### src/rtl/hls_deadlock_pkg.sv
// Shared types and frame-geometry helpers for the HLS deadlock report controller.
package hls_deadlock_pkg;

    typedef enum logic [1:0] {
        WATCH,
        COUNT,
        SEND,
        HOLD
    } state_e;

    localparam logic [7:0] RPT_MAGIC = 8'hD1;

    function automatic int calcNw(input int numProc);
        return (numProc + 31) / 32;
    endfunction

    // One header word, NW channel-block words and, optionally, NW idle words.
    function automatic int calcFrameLen(input int nw, input bit idleEn);
        return idleEn ? (1 + 2 * nw) : (1 + nw);
    endfunction

endpackage

### src/rtl/hls_deadlock_persist_cnt.sv
// Persistence counter: confirm fires when the flag has been high for PERSIST consecutive cycles.
module hls_deadlock_persist_cnt #(
    parameter int PERSIST = 64
) (
    input  logic clock,
    input  logic reset,
    input  logic enable,
    input  logic flag,
    output logic confirm
);

    localparam int CW = $clog2(PERSIST);
    localparam logic [CW-1:0] LAST = CW'(PERSIST - 1);

    logic [CW-1:0] cnt_q;
    logic [CW-1:0] cnt_d;

    assign confirm = enable && flag && (cnt_q == LAST);

    // Any gap, confirmation or disabled phase restarts the count from zero.
    always_comb begin
        cnt_d = cnt_q + CW'(1);
        if (!enable || !flag || confirm) begin
            cnt_d = '0;
        end
    end

    always_ff @(posedge clock) begin
        if (reset) begin
            cnt_q <= '0;
        end else begin
            cnt_q <= cnt_d;
        end
    end

endmodule

### src/rtl/hls_deadlock_report_ctrl.sv
// Debounces HLS deadlock monitor flags and streams a framed snapshot report.
// Define HLS_DEADLOCK_RPT_IDLE_EN to include the per-process idle words in the frame.
module hls_deadlock_report_ctrl
    import hls_deadlock_pkg::*;
#(
    parameter int NUM_MON  = 4,
    parameter int NUM_PROC = 55,
    parameter int PERSIST  = 64,
    parameter int WORD_W   = 32
) (
    input  logic                clock,
    input  logic                reset,
    input  logic [NUM_MON-1:0]  mon_block,
    input  logic [NUM_PROC-1:0] proc_idle,
    input  logic [NUM_PROC-1:0] proc_chan_block,
    input  logic                clear,
    output logic                rpt_valid,
    input  logic                rpt_ready,
    output logic [WORD_W-1:0]   rpt_data,
    output logic                rpt_last,
    output logic                deadlock,
    output logic [7:0]          event_count
);

    localparam int NW = calcNw(NUM_PROC);
`ifdef HLS_DEADLOCK_RPT_IDLE_EN
    localparam int FRAME_LEN = calcFrameLen(NW, 1'b1);
`else
    localparam int FRAME_LEN = calcFrameLen(NW, 1'b0);
`endif
    localparam logic [7:0] LAST_IDX = 8'(FRAME_LEN - 1);

    state_e             state_q;
    logic [7:0]         idx_q;
    logic [NW*32-1:0]   chan_q;
    logic               pend_q;
    logic               deadlock_q;
    logic [7:0]         ecnt_q;
    logic               valid_q;
    logic [WORD_W-1:0]  data_q;
    logic               last_q;

    logic               monAny;
    logic               confirm;
    logic               transfer;
    logic [7:0]         ecntInc;
    logic [7:0]         nextIdx;
    logic [31:0]        header;
    logic [31:0]        nextWord;
    logic [NW*32-1:0]   chanPad;

    assign monAny   = |mon_block;
    assign transfer = valid_q && rpt_ready;
    assign nextIdx  = idx_q + 8'd1;
    assign ecntInc  = (ecnt_q == 8'hFF) ? 8'hFF : ecnt_q + 8'd1;
    assign header   = {RPT_MAGIC, 8'(mon_block), ecntInc, 8'(FRAME_LEN)};

    assign rpt_valid   = valid_q;
    assign rpt_data    = data_q;
    assign rpt_last    = last_q;
    assign deadlock    = deadlock_q;
    assign event_count = ecnt_q;

    hls_deadlock_persist_cnt #(
        .PERSIST(PERSIST)
    ) u_persist (
        .clock  (clock),
        .reset  (reset),
        .enable ((state_q == WATCH) || (state_q == COUNT)),
        .flag   (monAny),
        .confirm(confirm)
    );

    always_comb begin
        chanPad = '0;
        chanPad[NUM_PROC-1:0] = proc_chan_block;
    end

`ifdef HLS_DEADLOCK_RPT_IDLE_EN
    logic [NW*32-1:0] idle_q;
    logic [NW*32-1:0] idlePad;

    always_comb begin
        idlePad = '0;
        idlePad[NUM_PROC-1:0] = proc_idle;
    end

    always_ff @(posedge clock) begin
        if (reset) begin
            idle_q <= '0;
        end else if (confirm) begin
            idle_q <= idlePad;
        end
    end
`else
    logic unusedIdle;
    assign unusedIdle = ^proc_idle;
`endif

    // Word after the current one; the header itself is loaded at confirmation.
    always_comb begin
        nextWord = '0;
        for (int w = 0; w < NW; w++) begin
            if (nextIdx == 8'(w + 1)) begin
                nextWord = chan_q[w*32 +: 32];
            end
`ifdef HLS_DEADLOCK_RPT_IDLE_EN
            if (nextIdx == 8'(NW + w + 1)) begin
                nextWord = idle_q[w*32 +: 32];
            end
`endif
        end
    end

    always_ff @(posedge clock) begin
        if (reset) begin
            state_q    <= WATCH;
            idx_q      <= '0;
            chan_q     <= '0;
            pend_q     <= 1'b0;
            deadlock_q <= 1'b0;
            ecnt_q     <= '0;
            valid_q    <= 1'b0;
            data_q     <= '0;
            last_q     <= 1'b0;
        end else begin
            case (state_q)
                WATCH: begin
                    if (monAny) begin
                        state_q <= COUNT;
                    end
                end
                COUNT: begin
                    if (confirm) begin
                        state_q    <= SEND;
                        chan_q     <= chanPad;
                        ecnt_q     <= ecntInc;
                        deadlock_q <= 1'b1;
                        valid_q    <= 1'b1;
                        data_q     <= header;
                        last_q     <= 1'b0;
                        idx_q      <= '0;
                        pend_q     <= 1'b0;
                    end else if (!monAny) begin
                        state_q <= WATCH;
                    end
                end
                SEND: begin
                    if (clear) begin
                        pend_q <= 1'b1;
                    end
                    if (transfer) begin
                        if (idx_q == LAST_IDX) begin
                            valid_q <= 1'b0;
                            last_q  <= 1'b0;
                            data_q  <= '0;
                            // A clear seen during the frame re-arms right after the last word.
                            if (pend_q || clear) begin
                                state_q    <= WATCH;
                                deadlock_q <= 1'b0;
                                pend_q     <= 1'b0;
                            end else begin
                                state_q <= HOLD;
                            end
                        end else begin
                            idx_q  <= nextIdx;
                            data_q <= nextWord;
                            last_q <= (nextIdx == LAST_IDX);
                        end
                    end
                end
                HOLD: begin
                    if (clear) begin
                        state_q    <= WATCH;
                        deadlock_q <= 1'b0;
                    end
                end
                default: state_q <= WATCH;
            endcase
        end
    end

endmodule

### config.mk
export PLATFORM = sky130hd
export DESIGN_NAME = hls_deadlock_report_ctrl
export DESIGN_NICKNAME = d
export VERILOG_FILES = /design/src/rtl/hls_deadlock_pkg.sv /design/src/rtl/hls_deadlock_persist_cnt.sv /design/src/rtl/hls_deadlock_report_ctrl.sv
export SDC_FILE = /design/constraint.sdc
export NUM_CORES = 1
export LEC_CHECK = 0
export ABC_CLOCK_PERIOD_IN_PS = 4850
export BUFFER_PORTS_ARGS = -buffer_cell sky130_fd_sc_hd__buf_4
export CORE_MARGIN = 2
export CORE_UTILIZATION = 55
export DETAILED_ROUTE_END_ITERATION = 6
export PLACE_DENSITY = 0.85
export SYNTH_ARGS = -nofsm -noshare
export SYNTH_HDL_FRONTEND = slang
export SYNTH_SLANG_ARGS = --single-unit
### constraint.sdc
create_clock -name clock -period 4.85 [get_ports clock]
set_clock_uncertainty 0.2 [all_clocks]
set_input_delay 0 -clock clock [delete_from_list [all_inputs] [get_ports clock]]
set_output_delay 0 -clock clock [all_outputs]
set_load 0.02 [all_outputs]
# Word-level counts from Yosys, hierarchy flattened
# Index checks and enable logic that the tools add are counted.
dict set report word_totals {
  reg_bits 115
  word_cells 87
  input_bits 118
}
dict set report op_classes {
  n_eq_ne 16
  n_mux 37
  reduce_logical 21
  addsub 3
}
# op n
set op_table {}
lappend op_table {{32-bit 2-to-1 mux} 5}
lappend op_table {{32-bit case mux with 2 select lines} 1}
lappend op_table {{8-bit 2-to-1 mux} 4}
lappend op_table {{8-bit by 1-bit adder with 8-bit output (second input constant)} 2}
lappend op_table {{8-bit by 2-bit == test with 1-bit output (second input constant)} 2}
lappend op_table {{8-bit case mux with 2 select lines} 1}
lappend op_table {{1-bit 2-to-1 mux} 14}
lappend op_table {{2-bit 2-to-1 mux} 7}
lappend op_table {{2-bit inequality test (second input constant)} 5}
lappend op_table {{8-bit by 1-bit == test with 1-bit output (second input constant)} 1}
lappend op_table {{8-bit == test (second input constant)} 1}
lappend op_table {{2-bit case mux with 4 select lines} 1}
lappend op_table {{4-bit AND reduction} 2}
lappend op_table {{6-bit by 1-bit adder with 6-bit output (second input constant)} 1}
lappend op_table {{6-bit == test (second input constant)} 1}
lappend op_table {{1-bit case mux with 2 select lines} 3}
lappend op_table {{6-bit AND reduction} 1}
lappend op_table {{5-bit AND reduction} 1}
lappend op_table {{2-bit == test (second input constant)} 2}
lappend op_table {{1-bit logical OR} 4}
lappend op_table {{2-bit by 1-bit inequality test with 1-bit output (second input constant)} 2}
lappend op_table {{2-bit AND reduction} 2}
lappend op_table {{4-bit OR reduction} 1}
lappend op_table {{1-bit logical AND} 3}
lappend op_table {{other kinds (9)} 10}

# Depth between registers and ports, before layout
dict set report depth {
  word_depth 7
  mapped_depth 8
  ltp_nobuf 7
}

# Hierarchy
# A second synthesis with hierarchy kept.
dict set report hier_totals {
  hier_cells 678
  hier_area_um2 5158.7
}
# mod area_each_um2 seq_area_each_um2 n_inst cells_per_inst
set by_module_without_submodules {}
lappend by_module_without_submodules {hls_deadlock_report_ctrl 4909.7 2182.1 1 650}
lappend by_module_without_submodules {hls_deadlock_persist_cnt 249.0 120.1 1 28}

# Worst setup path after synthesis
# No wires, ideal clock.
dict set report synth_timing {
  path_kind {register to register}
  from {reg idx_q[0]}
  to {reg data_q[0], in the netlist rpt_data[0]}
  required_ns 4.580
  synth_period_minus_slack_ns 2.188
  path_buffers 1
  slack_ns 2.662
  stages_incl_launch_ff 9
  arrival_time_ns 1.918
  cell_sequence {dfxtp_1 > inv_1 > ha_1 > nor2b_1 > a2111oi_1 > a31oi_1 > or3_4 > buf_4 > a21oi_1}
}
dict set report synth_between {
  elab_chain_cells 7
}
# element line
set synth_rtl {}
lappend synth_rtl {{start, declared} hls_deadlock_report_ctrl.sv:34} ;# logic [7:0] idx_q;
lappend synth_rtl {{start signal, assigned} hls_deadlock_report_ctrl.sv:166} ;# idx_q <= nextIdx;
lappend synth_rtl {{8-bit by 1-bit adder with 8-bit output} hls_deadlock_report_ctrl.sv:54} ;# assign nextIdx = idx_q + 8'd1;
lappend synth_rtl {{8-bit by 1-bit == test with 1-bit output} hls_deadlock_report_ctrl.sv:104} ;# if (nextIdx == 8'(w + 1)) begin
lappend synth_rtl {{32-bit 2-to-1 mux (2 in series)} hls_deadlock_report_ctrl.sv:104}
lappend synth_rtl {{32-bit 2-to-1 mux (*)} hls_deadlock_report_ctrl.sv:153} ;# if (idx_q == LAST_IDX) begin
lappend synth_rtl {{32-bit 2-to-1 mux (*)} hls_deadlock_report_ctrl.sv:152} ;# if (transfer) begin
lappend synth_rtl {{32-bit case mux with 2 select lines (*)} hls_deadlock_report_ctrl.sv:127} ;# case (state_q)
lappend synth_rtl {{end signal, assigned} hls_deadlock_report_ctrl.sv:140} ;# data_q <= header;
lappend synth_rtl {{end signal, assigned} hls_deadlock_report_ctrl.sv:167} ;# data_q <= nextWord;
lappend synth_rtl {{end, declared} hls_deadlock_report_ctrl.sv:40} ;# logic [WORD_W-1:0] data_q;
# Mark *: on every way between the ends. The rest lies on a longest branch, timed or not. The select of a mux whose other input is x is not followed.
# A chain may end at the register's enable or synchronous reset.

# Worst setup path in the final report
dict set report layout_timing {
  from {reg u_persist.cnt_q[0]}
  to {reg chan_q[41]}
}
dict set report layout_between {
  elab_chain_cells 3
}
# element line
set layout_rtl {}
lappend layout_rtl {{start, declared} hls_deadlock_persist_cnt.sv:15} ;# logic [CW-1:0] cnt_q;
lappend layout_rtl {{start signal, assigned} hls_deadlock_persist_cnt.sv:32} ;# cnt_q <= cnt_d;
lappend layout_rtl {{6-bit == test} hls_deadlock_persist_cnt.sv:18} ;# assign confirm = enable && flag && (cnt_q == LAST);
lappend layout_rtl {{1-bit logical AND} hls_deadlock_persist_cnt.sv:18}
lappend layout_rtl {{2-bit AND reduction (no line)} -}
lappend layout_rtl {{end signal, assigned} hls_deadlock_report_ctrl.sv:136} ;# chan_q <= chanPad;
lappend layout_rtl {{end, declared} hls_deadlock_report_ctrl.sv:35} ;# logic [NW*32-1:0] chan_q;
# Every way passes these cells.

==> flow_metrics.env <==
export IMPL_status="finished clean"
export IMPL_htreeDepth=4
export IMPL_async_reset_ff_share_pct=0
export IMPL_synthCells=667
export IMPL_design_area_um2=7610
export IMPL_fin_setup_tns_ns=0
export IMPL_root_buffer="clkbuf_8"
export IMPL_drive_gt1_share_pct=17.1
export IMPL_period_needed_ns=3.31
export IMPL_die_w_um=100
export IMPL_synth_warnings=0
export IMPL_drt_antenna_violating_nets=0
export IMPL_synth_nets=791
export IMPL_vdd_drop_max_mv=0.212
export IMPL_diodes=0
export IMPL_placedCellCount=836
export IMPL_slew_headroom_pct=19.7
export IMPL_synth_mux_area_fraction_pct=0.395
export IMPL_setup_viol=0
export IMPL_crit_path_max_incr_delay_ns=0.86
export IMPL_grt_max_degree=80
export IMPL_ys_seq_area_share_pct=45.4
export IMPL_hpwl_um=8600
export IMPL_fin_cells=988
export IMPL_core_um2=9110
export IMPL_fmaxAchievable_ghz=0.302
export IMPL_floorplan_initialDensity_pct=55.7
export IMPL_die_area_um2=10000
export IMPL_cp_max_fo=46
export IMPL_min_path_type="in2reg"
export IMPL_fin_crit_sh_pct=68.3
export IMPL_synthAdderAreaFrac_pct=1.48
export IMPL_power_density_nw_per_um2=306
export IMPL_num_rows=35
export IMPL_synth_top_family_by_area="simple AND/OR/NAND/NOR gates"
export IMPL_drv_cap=0
export IMPL_worst_pin_slew_ns=1.20
export IMPL_hold_depth=4
export IMPL_synth_area_per_cell_um2=7.61
export IMPL_grt_pass1_vias=5915
export IMPL_overflow=0
export IMPL_grtUsageTotal_pct=36.8
export IMPL_drtPass1Iterations=6
export IMPL_cp_start_kind="flip-flop"
export IMPL_gp_congestion=0.838
export IMPL_drtIter0Drc=742
export IMPL_antenna_found_initial=0
export IMPL_clk_path_buf_depth=2
export IMPL_grt_pass1_wl_um=28800
export IMPL_arrival_ns=3.52
export IMPL_rsz0062_at_grt="false"
export IMPL_synthFlopType="dfxtp_1"
export IMPL_cts_sinks=115
export IMPL_synthXorXnorAreaFrac_pct=1.73
export IMPL_critPathKind="reg2reg"
export IMPL_syn_area_um2=5070
export IMPL_layout_common_cells="197 x nand2_1, 120 x dlygate4sd3_1, 115 x dfxtp_1"
export IMPL_worstPathCellList="ha_1, and4_1, or4b_2, buf_4, nand2_1, a21oi_1, dlygate4sd3_1"
export IMPL_synth_simple_gate_area_share_pct=23.8
export IMPL_crit_path_top_delay_cell="or4b_2"
export IMPL_port_buffers=105
export IMPL_power_leakage_nw=3.01
export IMPL_required_ns=5.06
export IMPL_via_per_inst=6.07
export IMPL_synth_compound_area_share_pct=22.2
export IMPL_synth_cell_types=57
export IMPL_via_count=6002
export IMPL_wl_um=18300
export IMPL_hold_viol_final=0
export IMPL_clk_latency_ns=0.54
export IMPL_cts_buffers=17
export IMPL_io_pins=161
export IMPL_ys_seq_elements=115
export IMPL_cts_tree="built"
export IMPL_clkTransAtPathRegs_ns=0.06
export IMPL_finalMaxSlewViolations=0
export IMPL_num_nets_final=988
export IMPL_placed_area_um2=5810
export IMPL_reg2reg_depth=7
export IMPL_cts_resized=0
export IMPL_synth_edf_count=0
export IMPL_wl_per_cell_um=18.5
export IMPL_syn_to_final_growth_pct=49.9
export IMPL_cp_end_kind="flip-flop"
export IMPL_die_h_um=100
export IMPL_drcViolationCount=0
export IMPL_final_common_cell="nand2_1"
-- logic make-up (layout without fill, tap and decap cells) --
| kind of cell | count (synthesis) | count (layout) |
|---|---|---|
| muxes | 2 | 2 |
| AOI/OAI and AO/OA | 198 | 198 |
| and+or+nand+nor | 279 | 279 |
| DFF | 115 | 115 |
| xor gates and xnor gates | 10 | 10 |
| adders and majority gates | 6 | 6 |
| buffers and inverters | 57 | 267 |
-- per-layer routing --
metal  share of wire (%)  GRT usage (%)
met5                   0              0
met4                 5.0           20.7
met3                 8.0           8.84
met2                  50           64.6
met1                  37           41.0
-- synthesized netlist by cell type, types with 3 or more instances --
cell | count | share of area [%]
o21ai_1 | 19 | 1.9
and3_1 | 6 | 0.74
nand4_1 | 3 | 0.37
clkbuf_1 | 33 | 2.4
a31oi_1 | 5 | 0.62
dfxtp_1 | 115 | 45
buf_2 | 11 | 1.1
o21ai_0 | 52 | 5.1
nor2_1 | 25 | 1.8
nand3_1 | 19 | 1.9
nand2_1 | 197 | 15
nor2b_1 | 3 | 0.37
a311oi_1 | 4 | 0.69
xnor2_1 | 6 | 1.0
ha_1 | 6 | 1.5
buf_4 | 3 | 0.44
a211oi_1 | 3 | 0.44
nor3_1 | 7 | 0.69
xor2_1 | 4 | 0.69
o2111ai_1 | 9 | 1.6
a21oi_1 | 81 | 8.0
o22ai_1 | 9 | 1.1
inv_1 | 5 | 0.37
-- sequential cells by signal, indices dropped and copies added (netlist names) --
register / count
chan_q: 55
rpt_data: 32
event_count: 8
idx_q: 8
u_persist.cnt_q: 6
state_q: 2
deadlock: 1
pend_q: 1
rpt_last: 1
rpt_valid: 1
-- final timing paths --
path	startpoint	endpoint	slack, ns
max reg2reg	u_persist.cnt_q[0]$_SDFF_PP0_	chan_q[41]$_SDFFE_PP0P_	1.54
min reg2reg	u_persist.cnt_q[0]$_SDFF_PP0_	u_persist.cnt_q[0]$_SDFF_PP0_	0.25
min	mon_block[2]	rpt_data[18]$_SDFFE_PP0P_	0.14
max	u_persist.cnt_q[0]$_SDFF_PP0_	chan_q[41]$_SDFFE_PP0P_	1.54
-- repair_timing --
action | 4_1_cts | 5_1_grt
hold buffers | 120 | 0
endpoints found under the hold margin | 80 | 0
setup buffers | 0 | 0
-- worst max-delay path, delay by kind of cell, from the launching register on --
kind / cells / cell delay, ns
flops: 1 / 0.35
compound gates: 1 / 0.09
simple gates: 3 / 1.28
fa+ha+maj: 1 / 0.22
buf+inv: 2 / 1.03
-- final cells by class --
class	instances	area [um2]
flip-flops and latches	115	2300
inverters	6	22.5
repair buffers	229	2020
well taps	111	139
fillers	475	1500
clock inverters	14	179
clock buffers	18	418
multi-input cells	495	2530
-- where the power goes --
group / switching (mW) / leakage, nW / internal [mW]
logic: 0.0422 / 1.80 / 0.0697
registers: 0.00251 / 0.927 / 0.948
clock network: 0.475 / 0.282 / 0.788
-- per-stage QoR --
| step | hold slack (ns) | utilization, % | power (mW) | setup WS, ns |
|---|---|---|---|---|
| finish | 0.140 | 83.5 | 2.33 | 1.54 |
| global route | 0.173 | 83.5 | 2.37 | 1.47 |
| CTS | 0.139 | 83.5 | 2.31 | 1.67 |
| detailed placement | 0.0578 | 63.8 | 1.04 | 2.10 |
| global placement | 0.0491 | 63.8 | 1.03 | 2.16 |
| floorplan | -0.0640 | - | 0.991 | 2.66 |
Power figures use the tool's default switching activity.
